$ cat src/rtl/focus_pkg.sv
// Shared constants, FSM encoding and pixel side-band flags for the focus-measure stage.
package focus_pkg;

    localparam int unsigned PIX_W     = 8;
    localparam int unsigned CNT_W     = 12;
    localparam int unsigned LUMA_LAT  = 2;
    localparam int unsigned PIPE_LAT  = 4;
    localparam int unsigned SUM_W_DEF = 32;

    localparam logic [PIX_W-1:0] COEF_R = 8'd77;
    localparam logic [PIX_W-1:0] COEF_G = 8'd150;
    localparam logic [PIX_W-1:0] COEF_B = 8'd29;

    typedef enum logic [1:0] {
        IDLE  = 2'd0,
        SYNC  = 2'd1,
        ACCUM = 2'd2,
        LATCH = 2'd3
    } state_t;

    // Side-band travelling with each pixel through the luma pipeline.
    typedef struct packed {
        logic win;
        logic first;
    } pix_flags_t;

endpackage

$ cat src/rtl/focus_luma.sv
// RGB to 8-bit luma, two register stages (products, then sum) with matching flag delay.
module focus_luma
    import focus_pkg::*;
(
    input  logic             clk,
    input  logic             rst_n,
    input  logic [PIX_W-1:0] r,
    input  logic [PIX_W-1:0] g,
    input  logic [PIX_W-1:0] b,
    input  pix_flags_t       flags_in,
    output logic [PIX_W-1:0] y,
    output pix_flags_t       flags_out
);

    logic [15:0] prod_r;
    logic [15:0] prod_g;
    logic [15:0] prod_b;
    logic [15:0] sum_c;
    pix_flags_t  fl_q [LUMA_LAT];

    // Coefficients sum to 256, so the 16-bit sum cannot overflow.
    assign sum_c = prod_r + prod_g + prod_b;

    always_ff @(posedge clk or negedge rst_n) begin
        if (!rst_n) begin
            prod_r <= '0;
            prod_g <= '0;
            prod_b <= '0;
            y      <= '0;
            for (int unsigned i = 0; i < LUMA_LAT; i++) begin
                fl_q[i] <= '0;
            end
        end else begin
            prod_r  <= 16'(r) * 16'(COEF_R);
            prod_g  <= 16'(g) * 16'(COEF_G);
            prod_b  <= 16'(b) * 16'(COEF_B);
            y       <= PIX_W'(sum_c >> 8);
            fl_q[0] <= flags_in;
            for (int unsigned i = 1; i < LUMA_LAT; i++) begin
                fl_q[i] <= fl_q[i-1];
            end
        end
    end

    assign flags_out = fl_q[LUMA_LAT-1];

endmodule

$ cat src/rtl/focus_win_stat.sv
// Windowed, cored horizontal-gradient focus measure latched once per frame.
// Optional window-border overlay flag built only when FOCUS_WIN_MARK_EN is defined.
module focus_win_stat
    import focus_pkg::*;
#(
    parameter int unsigned WIN_X0 = 160,
    parameter int unsigned WIN_Y0 = 120,
    parameter int unsigned WIN_W  = 480,
    parameter int unsigned WIN_H  = 360,
    parameter int unsigned THRESH = 8,
    parameter int unsigned SUM_W  = SUM_W_DEF
) (
    input  logic             VIDEO_CLK,
    input  logic             RESET_N,
    input  logic             VIDEO_VS,
    input  logic             VIDEO_HS,
    input  logic             VIDEO_DE,
    input  logic [PIX_W-1:0] iR,
    input  logic [PIX_W-1:0] iG,
    input  logic [PIX_W-1:0] iB,
    output logic [SUM_W-1:0] FOC_SUM,
    output logic             FOC_VALID,
    output logic             FOC_PART,
    output logic             WIN_MARK
);

    localparam logic [CNT_W-1:0] X_LO  = CNT_W'(WIN_X0);
    localparam logic [CNT_W-1:0] X_HI  = CNT_W'(WIN_X0 + WIN_W - 1);
    localparam logic [CNT_W-1:0] Y_LO  = CNT_W'(WIN_Y0);
    localparam logic [CNT_W-1:0] Y_HI  = CNT_W'(WIN_Y0 + WIN_H - 1);
    localparam logic [CNT_W-1:0] Y_END = CNT_W'(WIN_Y0 + WIN_H);

    logic             vs_r, vs_rr, hs_r, hs_rr, de_r, de_rr;
    logic [PIX_W-1:0] r_r, g_r, b_r;
    logic             vs_fall, hs_fall, de_fall;
    logic [CNT_W-1:0] col, line, line_max;
    logic             in_win, first_c;
    pix_flags_t       fl_in, fl_y;
    logic [PIX_W-1:0] y, y_prev, grad_c, core;
    logic             win3;
    logic [SUM_W:0]   acc_add;
    logic [SUM_W-1:0] acc, acc_sat;
    state_t           state;
    logic [1:0]       lat_cnt;

    // Single input register stage; edges are seen between the two copies.
    always_ff @(posedge VIDEO_CLK or negedge RESET_N) begin
        if (!RESET_N) begin
            {vs_r, vs_rr, hs_r, hs_rr, de_r, de_rr} <= '0;
            r_r <= '0;
            g_r <= '0;
            b_r <= '0;
        end else begin
            vs_r  <= VIDEO_VS;
            vs_rr <= vs_r;
            hs_r  <= VIDEO_HS;
            hs_rr <= hs_r;
            de_r  <= VIDEO_DE;
            de_rr <= de_r;
            r_r   <= iR;
            g_r   <= iG;
            b_r   <= iB;
        end
    end

    assign vs_fall = vs_rr & ~vs_r;
    assign hs_fall = hs_rr & ~hs_r;
    assign de_fall = de_rr & ~de_r;

    // Column/line position of the pixel currently in the input register; saturating.
    always_ff @(posedge VIDEO_CLK or negedge RESET_N) begin
        if (!RESET_N) begin
            col  <= '0;
            line <= '0;
        end else begin
            if (hs_fall) begin
                col <= '0;
            end else if (de_r && (col != '1)) begin
                col <= col + 1'b1;
            end
            if (vs_fall) begin
                line <= '0;
            end else if (de_fall && (line != '1)) begin
                line <= line + 1'b1;
            end
        end
    end

    assign in_win  = de_r && (col >= X_LO) && (col <= X_HI) && (line >= Y_LO) && (line <= Y_HI);
    assign first_c = in_win && (col == X_LO);
    assign fl_in   = '{win: in_win, first: first_c};

    focus_luma u_luma (
        .clk       (VIDEO_CLK),
        .rst_n     (RESET_N),
        .r         (r_r),
        .g         (g_r),
        .b         (b_r),
        .flags_in  (fl_in),
        .y         (y),
        .flags_out (fl_y)
    );

    assign grad_c = (y >= y_prev) ? (y - y_prev) : (y_prev - y);

    // Gradient and coring stage; first window pixel of a line has no left neighbour.
    always_ff @(posedge VIDEO_CLK or negedge RESET_N) begin
        if (!RESET_N) begin
            y_prev <= '0;
            core   <= '0;
            win3   <= 1'b0;
        end else begin
            win3 <= fl_y.win;
            if (fl_y.win) begin
                y_prev <= y;
            end
            core <= (fl_y.win && !fl_y.first && (grad_c > PIX_W'(THRESH))) ? grad_c : '0;
        end
    end

    assign acc_add = {1'b0, acc} + (SUM_W+1)'(core);
    assign acc_sat = acc_add[SUM_W] ? '1 : acc_add[SUM_W-1:0];

    // Frame FSM: accumulate, then drain the pipeline for PIPE_LAT cycles before latching.
    always_ff @(posedge VIDEO_CLK or negedge RESET_N) begin
        if (!RESET_N) begin
            state     <= IDLE;
            acc       <= '0;
            lat_cnt   <= '0;
            line_max  <= '0;
            FOC_SUM   <= '0;
            FOC_VALID <= 1'b0;
            FOC_PART  <= 1'b0;
        end else begin
            FOC_VALID <= 1'b0;
            case (state)
                IDLE: begin
                    if (vs_fall) begin
                        state <= SYNC;
                    end
                end
                SYNC: begin
                    acc   <= '0;
                    state <= ACCUM;
                end
                ACCUM: begin
                    if (win3) begin
                        acc <= acc_sat;
                    end
                    if (vs_fall) begin
                        line_max <= line;
                        lat_cnt  <= '0;
                        state    <= LATCH;
                    end
                end
                LATCH: begin
                    if (lat_cnt == 2'(PIPE_LAT - 1)) begin
                        FOC_SUM   <= acc;
                        FOC_VALID <= 1'b1;
                        FOC_PART  <= (line_max < Y_END);
                        acc       <= '0;
                        state     <= ACCUM;
                    end else begin
                        if (win3) begin
                            acc <= acc_sat;
                        end
                        lat_cnt <= lat_cnt + 1'b1;
                    end
                end
                default: state <= IDLE;
            endcase
        end
    end

`ifdef FOCUS_WIN_MARK_EN
    logic border_c;

    assign border_c = (col == X_LO) || (col == X_HI) || (line == Y_LO) || (line == Y_HI);

    always_ff @(posedge VIDEO_CLK or negedge RESET_N) begin
        if (!RESET_N) begin
            WIN_MARK <= 1'b0;
        end else begin
            WIN_MARK <= in_win && border_c;
        end
    end
`else
    assign WIN_MARK = 1'b0;
`endif

endmodule
$ cat config.mk
export PLATFORM = sky130hd
export DESIGN_NAME = focus_win_stat
export DESIGN_NICKNAME = d
export VERILOG_FILES = /design/src/rtl/focus_pkg.sv /design/src/rtl/focus_luma.sv /design/src/rtl/focus_win_stat.sv
export SDC_FILE = /design/constraint.sdc
export NUM_CORES = 1
export LEC_CHECK = 0
export ABC_CLOCK_PERIOD_IN_PS = 4100
export CAP_MARGIN = 40
export CORE_ASPECT_RATIO = 0.8
export CORE_MARGIN = 5
export CORE_UTILIZATION = 30
export CTS_CLUSTER_SIZE = 40
export DETAILED_ROUTE_END_ITERATION = 10
export PLACE_DENSITY = 0.46
export SYNTH_ARGS = -nofsm -noshare
export SYNTH_HDL_FRONTEND = slang
export SYNTH_SLANG_ARGS = --single-unit
$ cat constraint.sdc
create_clock -name VIDEO_CLK -period 4.1 [get_ports VIDEO_CLK]
set_clock_uncertainty 0.05 [all_clocks]
set_input_delay 0.41 -clock VIDEO_CLK [delete_from_list [all_inputs] [get_ports VIDEO_CLK]]
set_output_delay 0.41 -clock VIDEO_CLK [all_outputs]
set_load 0.05 [all_outputs]
After elaboration in Yosys (flattened, before gate mapping)
Cells that the tools add are included.

storage, ports and cells
  RAM bits = 0
  ROM bits = 0
  register bits after elaboration = 208
  memories = 0
  bits in latches = 0
  bits of input ports = 29
  output and inout bits = 35

operators by class
  bitwise logic cells = 6
  magnitude comparators = 7
  divide/modulo/power cells = 0
  eq/ne operators = 11
  shift-type cells = 0
  multipliers = 3
  mux-type cells = 19
  $add $sub $neg = 8
  reduce and logical (&&, ||, !) cells = 19

operators with widths
  kind                     number
  $mux W32                 3
  $pmux W32 S3             1
  $mux W12                 4
  $add A32 B8 Y33          1
  $mul A8 B7 Y15 const B   2
  $add A12 B1 Y12 const B  2
  $ne A12 B12 Y1 const B   2
  $add A15 B16 Y16         1
  $add A16 B13 Y16         1
  $mux W8                  2
  $sub A8 B8 Y8            2
  $mul A8 B5 Y13 const B   1
  $eq A12 B8 Y1 const B    1
  $ge A12 B7 Y1 const B    1
  $ge A12 B8 Y1 const B    1
  $le A12 B10 Y1 const B   1
  $le A12 B9 Y1 const B    1
  $lt A12 B9 Y1 const B    1
  $mux W2                  5
  $logic_and A1 B1 Y1      9
  $ge A8 B8 Y1             1
  $gt A8 B4 Y1 const B     1
  $ne A2 B2 Y1 const B     4
  $pmux W2 S4              1
  13 further kinds         24

Logic depth before layout (Yosys ltp)
  depth after elaboration = 6
  depth in mapped cells = 14
  gate-level depth less buffers = 14

Hierarchy
A second synthesis with hierarchy kept.

second synthesis, totals
  cell total of the unflattened synthesis = 1114
  area, all modules = 12001.5 µm²

modules (own cells, without submodules)
  module          instances  area an instance (µm²)  cells each  seq. area each (µm²)
  focus_win_stat  1          7010.5                  649         3703.6
  focus_luma      1          4991.0                  465         1376.3

Worst setup path before layout
Ideal clock, no wire load.

  path type = reg2reg
  start = reg r_r[5]
  end = reg u_luma.prod_r[14]
  path buffers = 0
  cell stages (with the launch flop) = 12
  slack = 0.656 ns
  arrival = 3.270 ns
  cells stage by stage = dfrtp_1 -> ha_1 -> ha_1 -> inv_1 -> fa_1 -> fa_1 -> inv_1 -> ha_1 -> o21a_1 -> o41ai_1 -> o211ai_1 -> o31a_1

on the way
  cells in the longest elaborated chain, start to end = 1

RTL lines
  what                      RTL line              source
  start: declaration        focus_win_stat.sv:34  logic [PIX_W-1:0] r_r, g_r, b_r;
  start signal: assignment  focus_win_stat.sv:60  r_r <= iR;
  $mul A8 B7 Y15            focus_luma.sv:34      prod_r <= 16'(r) * 16'(COEF_R);
  end signal: assignment    focus_luma.sv:34
  end: declaration          focus_luma.sv:15      logic [15:0] prod_r;

No other way between the ends.
A chain may end at the register's enable or synchronous reset.

Worst setup path in the final report
  start = reg r_r[4]
  end = reg u_luma.prod_r[14]

Same word-level chain as after synthesis.

==> flow_summary.json <==
{
  "cp_max_fo": 4,
  "coreArea_um2": 39500,
  "reg2reg_slack_ps": 440,
  "layout.nets": 1400,
  "final_util": 0.359,
  "viasPerCell": 4.68,
  "path_clk_slew_ps": 60,
  "cts_sinks": 203,
  "hold_class": "in2reg",
  "synth_ff_type": "dfrtp_1",
  "hold_viol": 0,
  "vias": 8155,
  "yosys.area.top_type_share": 0.423,
  "cpMostUsedCell": "ha_1",
  "crit_chain": "ha_1 -> ha_1 -> inv_1 -> fa_1 -> fa_1 -> inv_1 -> ha_1 -> o21a_1 -> o41ai_1 -> o211ai_1 -> o31a_1",
  "critPathTopFamily": "adder cells",
  "synth.largest_area_cell": "dfrtp_1",
  "synth.avg_cell_area_um2": 10.7,
  "synthCells": 1118,
  "clock_path_buffers": 3,
  "outcome": "finished, final reports clean",
  "synthAdderAreaFrac": 0.215,
  "final_cells": 1743,
  "dpl.hpwl_mm": 19.2,
  "synthDistinctLibCells": 67,
  "cp_data_required_time_ps": 4450,
  "antenna_found_initial": 0,
  "place_worst_setup_slack_ps": 446,
  "hold_slack_ps": 271,
  "maxCapViolCount": 0,
  "grtUsageTotal": 0.119,
  "io_pins": 64,
  "synth_nets": 1329,
  "crit_slowest_cell": "fa_1",
  "rsz0062_at_grt": "no",
  "totalWireLength_mm": 25.7,
  "design_area_um2": 14200,
  "cts_tree": "done",
  "synth_edf_count": 0,
  "synth_compound_area_frac": 0.113,
  "synth_xor_area_frac": 0.0452,
  "drv_slew": 0,
  "finalPower_mw": 7.82,
  "wl_per_cell_um": 14.7,
  "yosysWarnings": 0,
  "yosysMostFrequentCell": "dfrtp_1",
  "first_global_vias": 8217,
  "leakage_nw": 6.71,
  "powerDensity_nw_per_um2": 552,
  "place.gp.congestion": 0.804,
  "syn_to_final_growth_pct": 18.0,
  "dpl.cell_count": 1697,
  "fp.dieW_um": 234,
  "die_height_um": 189,
  "synth.area.top_cells": "dfrtp_1, ha_1, fa_1",
  "worst_pin_slew_ps": 848,
  "drt-initial-drc-count": 511,
  "grt_max_degree": 101,
  "root_buffer": "clkbuf_16",
  "tns_ps": 0,
  "cp.buffers_inverters": 2,
  "overflow": 0,
  "cp.arrival_ps": 4010,
  "first_pass_iters": 4,
  "crit_path_start_kind": "flip-flop",
  "async_flop_share": 1.00,
  "htree_levels": 1,
  "cp-end-kind": "flip-flop",
  "antenna_cells": 0,
  "clk_latency_ps": 530,
  "synth_top_family_by_area": "adder cells",
  "synth_area_um2": 12000,
  "grt_pass1_wl_mm": 43.8,
  "max_stage_delay_ps": 510,
  "drive_gt1_frac": 0.0862,
  "synth-seq-area-share": 0.423,
  "fin_crit_sh": 0.892,
  "cts_buffers": 25,
  "synth_seq_cells": 203,
  "numPortBuffers": 62,
  "path_class": "reg2reg",
  "n_fill_cell": 4018,
  "max_freq_mhz": 273,
  "yosys-mux-area-fraction": 0.0383,
  "setup_viol": 0,
  "rows": 65,
  "detail-route-antenna-nets": 0,
  "post_dp_cell_area_um2": 13300,
  "fin_ws_ps": 443,
  "design.die.area_um2": 44200,
  "ir_drop_v": 0.000283,
  "post-route-min-period_ps": 3660,
  "max_slew_margin": 0.434,
  "synth_common_cells": "dfrtp_1, ha_1, inv_1, nand2_1, nor2_1",
  "start_util": 0.304,
  "drc_errors": 0,
  "synth_simple_gate_area_frac": 0.123
}
cell families (layout without fill, tap and decap cells):
group / Yosys count / count (layout)
muxes: 42 / 42
buffers and inverters: 129 / 218
and+or+nand+nor: 290 / 290
other: 1 / 1
AOI/OAI and AO/OA: 209 / 209
xor gates and xnor gates: 62 / 62
adders and majority gates: 182 / 182
DFF: 203 / 203
power breakdown:
part	switching (mW)	total (mW)	internal, mW
Sequential	0.200	2.49	2.29
Clock	0.885	2.33	1.45
Combinational	1.64	2.99	1.35
Total	2.73	7.82	5.09
routing by layer:
layer	up-vias	GRT usage	share of wire
met1	3962	0.180	0.52
met2	94	0.179	0.43
met3	33	0.0201	0.036
met5	-	0	0
met4	0	0.0275	0.021
li1	4066	-	-
cell type report:
| type | instances | area (um^2) | area share |
|---|---|---|---|
| clock buffers | 31 | 688 | 0.0486 |
| clock inverters | 14 | 193 | 0.0136 |
| inverters | 100 | 375 | 0.0265 |
| multi-input cells | 786 | 6430 | 0.454 |
| flip-flops and latches | 203 | 5080 | 0.358 |
| well taps | 536 | 671 | 0.0473 |
| repair buffers | 73 | 733 | 0.0517 |
worst paths after layout:
path	startpoint	to	cells past startpoint
max in group asynchronous	RESET_N	line[9]	3
min in group asynchronous	RESET_N	FOC_SUM[4]	2
worst max register to register	r_r[4]	u_luma.prod_r[14]	11
worst max-delay path	r_r[4]	u_luma.prod_r[14]	11
worst min register to register	u_luma.fl_q[2]	u_luma.flags_out[0]	0
worst min-delay path	iB[5]	b_r[5]	1
flip-flops by register name (all words and copies together) (netlist names), 7 cells and up:
register	count
FOC_SUM	32
acc	32
u_luma.prod_g	15
y_prev	8
core	8
col	12
line	12
b_r	8
line_max	7
u_luma.y	8
g_r	8
u_luma.prod_r	15
u_luma.prod_b	13
r_r	8
cells in the final DEF, fill, tap and decap left out, drive strengths merged, types with 7 or more instances in the layout:
cell | Yosys | routed
nor2 | 69 | 69
a21oi | 48 | 48
nor4 | 10 | 10
mux2i | 10 | 10
mux2 | 32 | 32
xnor2 | 40 | 40
o21bai | 7 | 7
buf | 7 | 11
clkdlybuf4s50 | 0 | 61
nand3 | 24 | 24
ha | 141 | 141
nor3 | 25 | 25
xor2 | 22 | 22
and3 | 21 | 21
a21o | 16 | 16
nor2b | 9 | 9
clkbuf | 22 | 31
and4 | 8 | 8
dfrtp | 203 | 203
fa | 41 | 41
nand2 | 74 | 74
o21ai | 66 | 66
inv | 100 | 104
o211ai | 9 | 9
or3 | 10 | 10
a31oi | 7 | 7
nand4 | 9 | 9
what timing repair did:
item	in CTS	in global routing
setup buffers	0	0
gates resized for setup	0	0
hold buffers	1	0
hold endpoints to repair	97	0
Note: power is estimated with default switching activity, not from simulation.
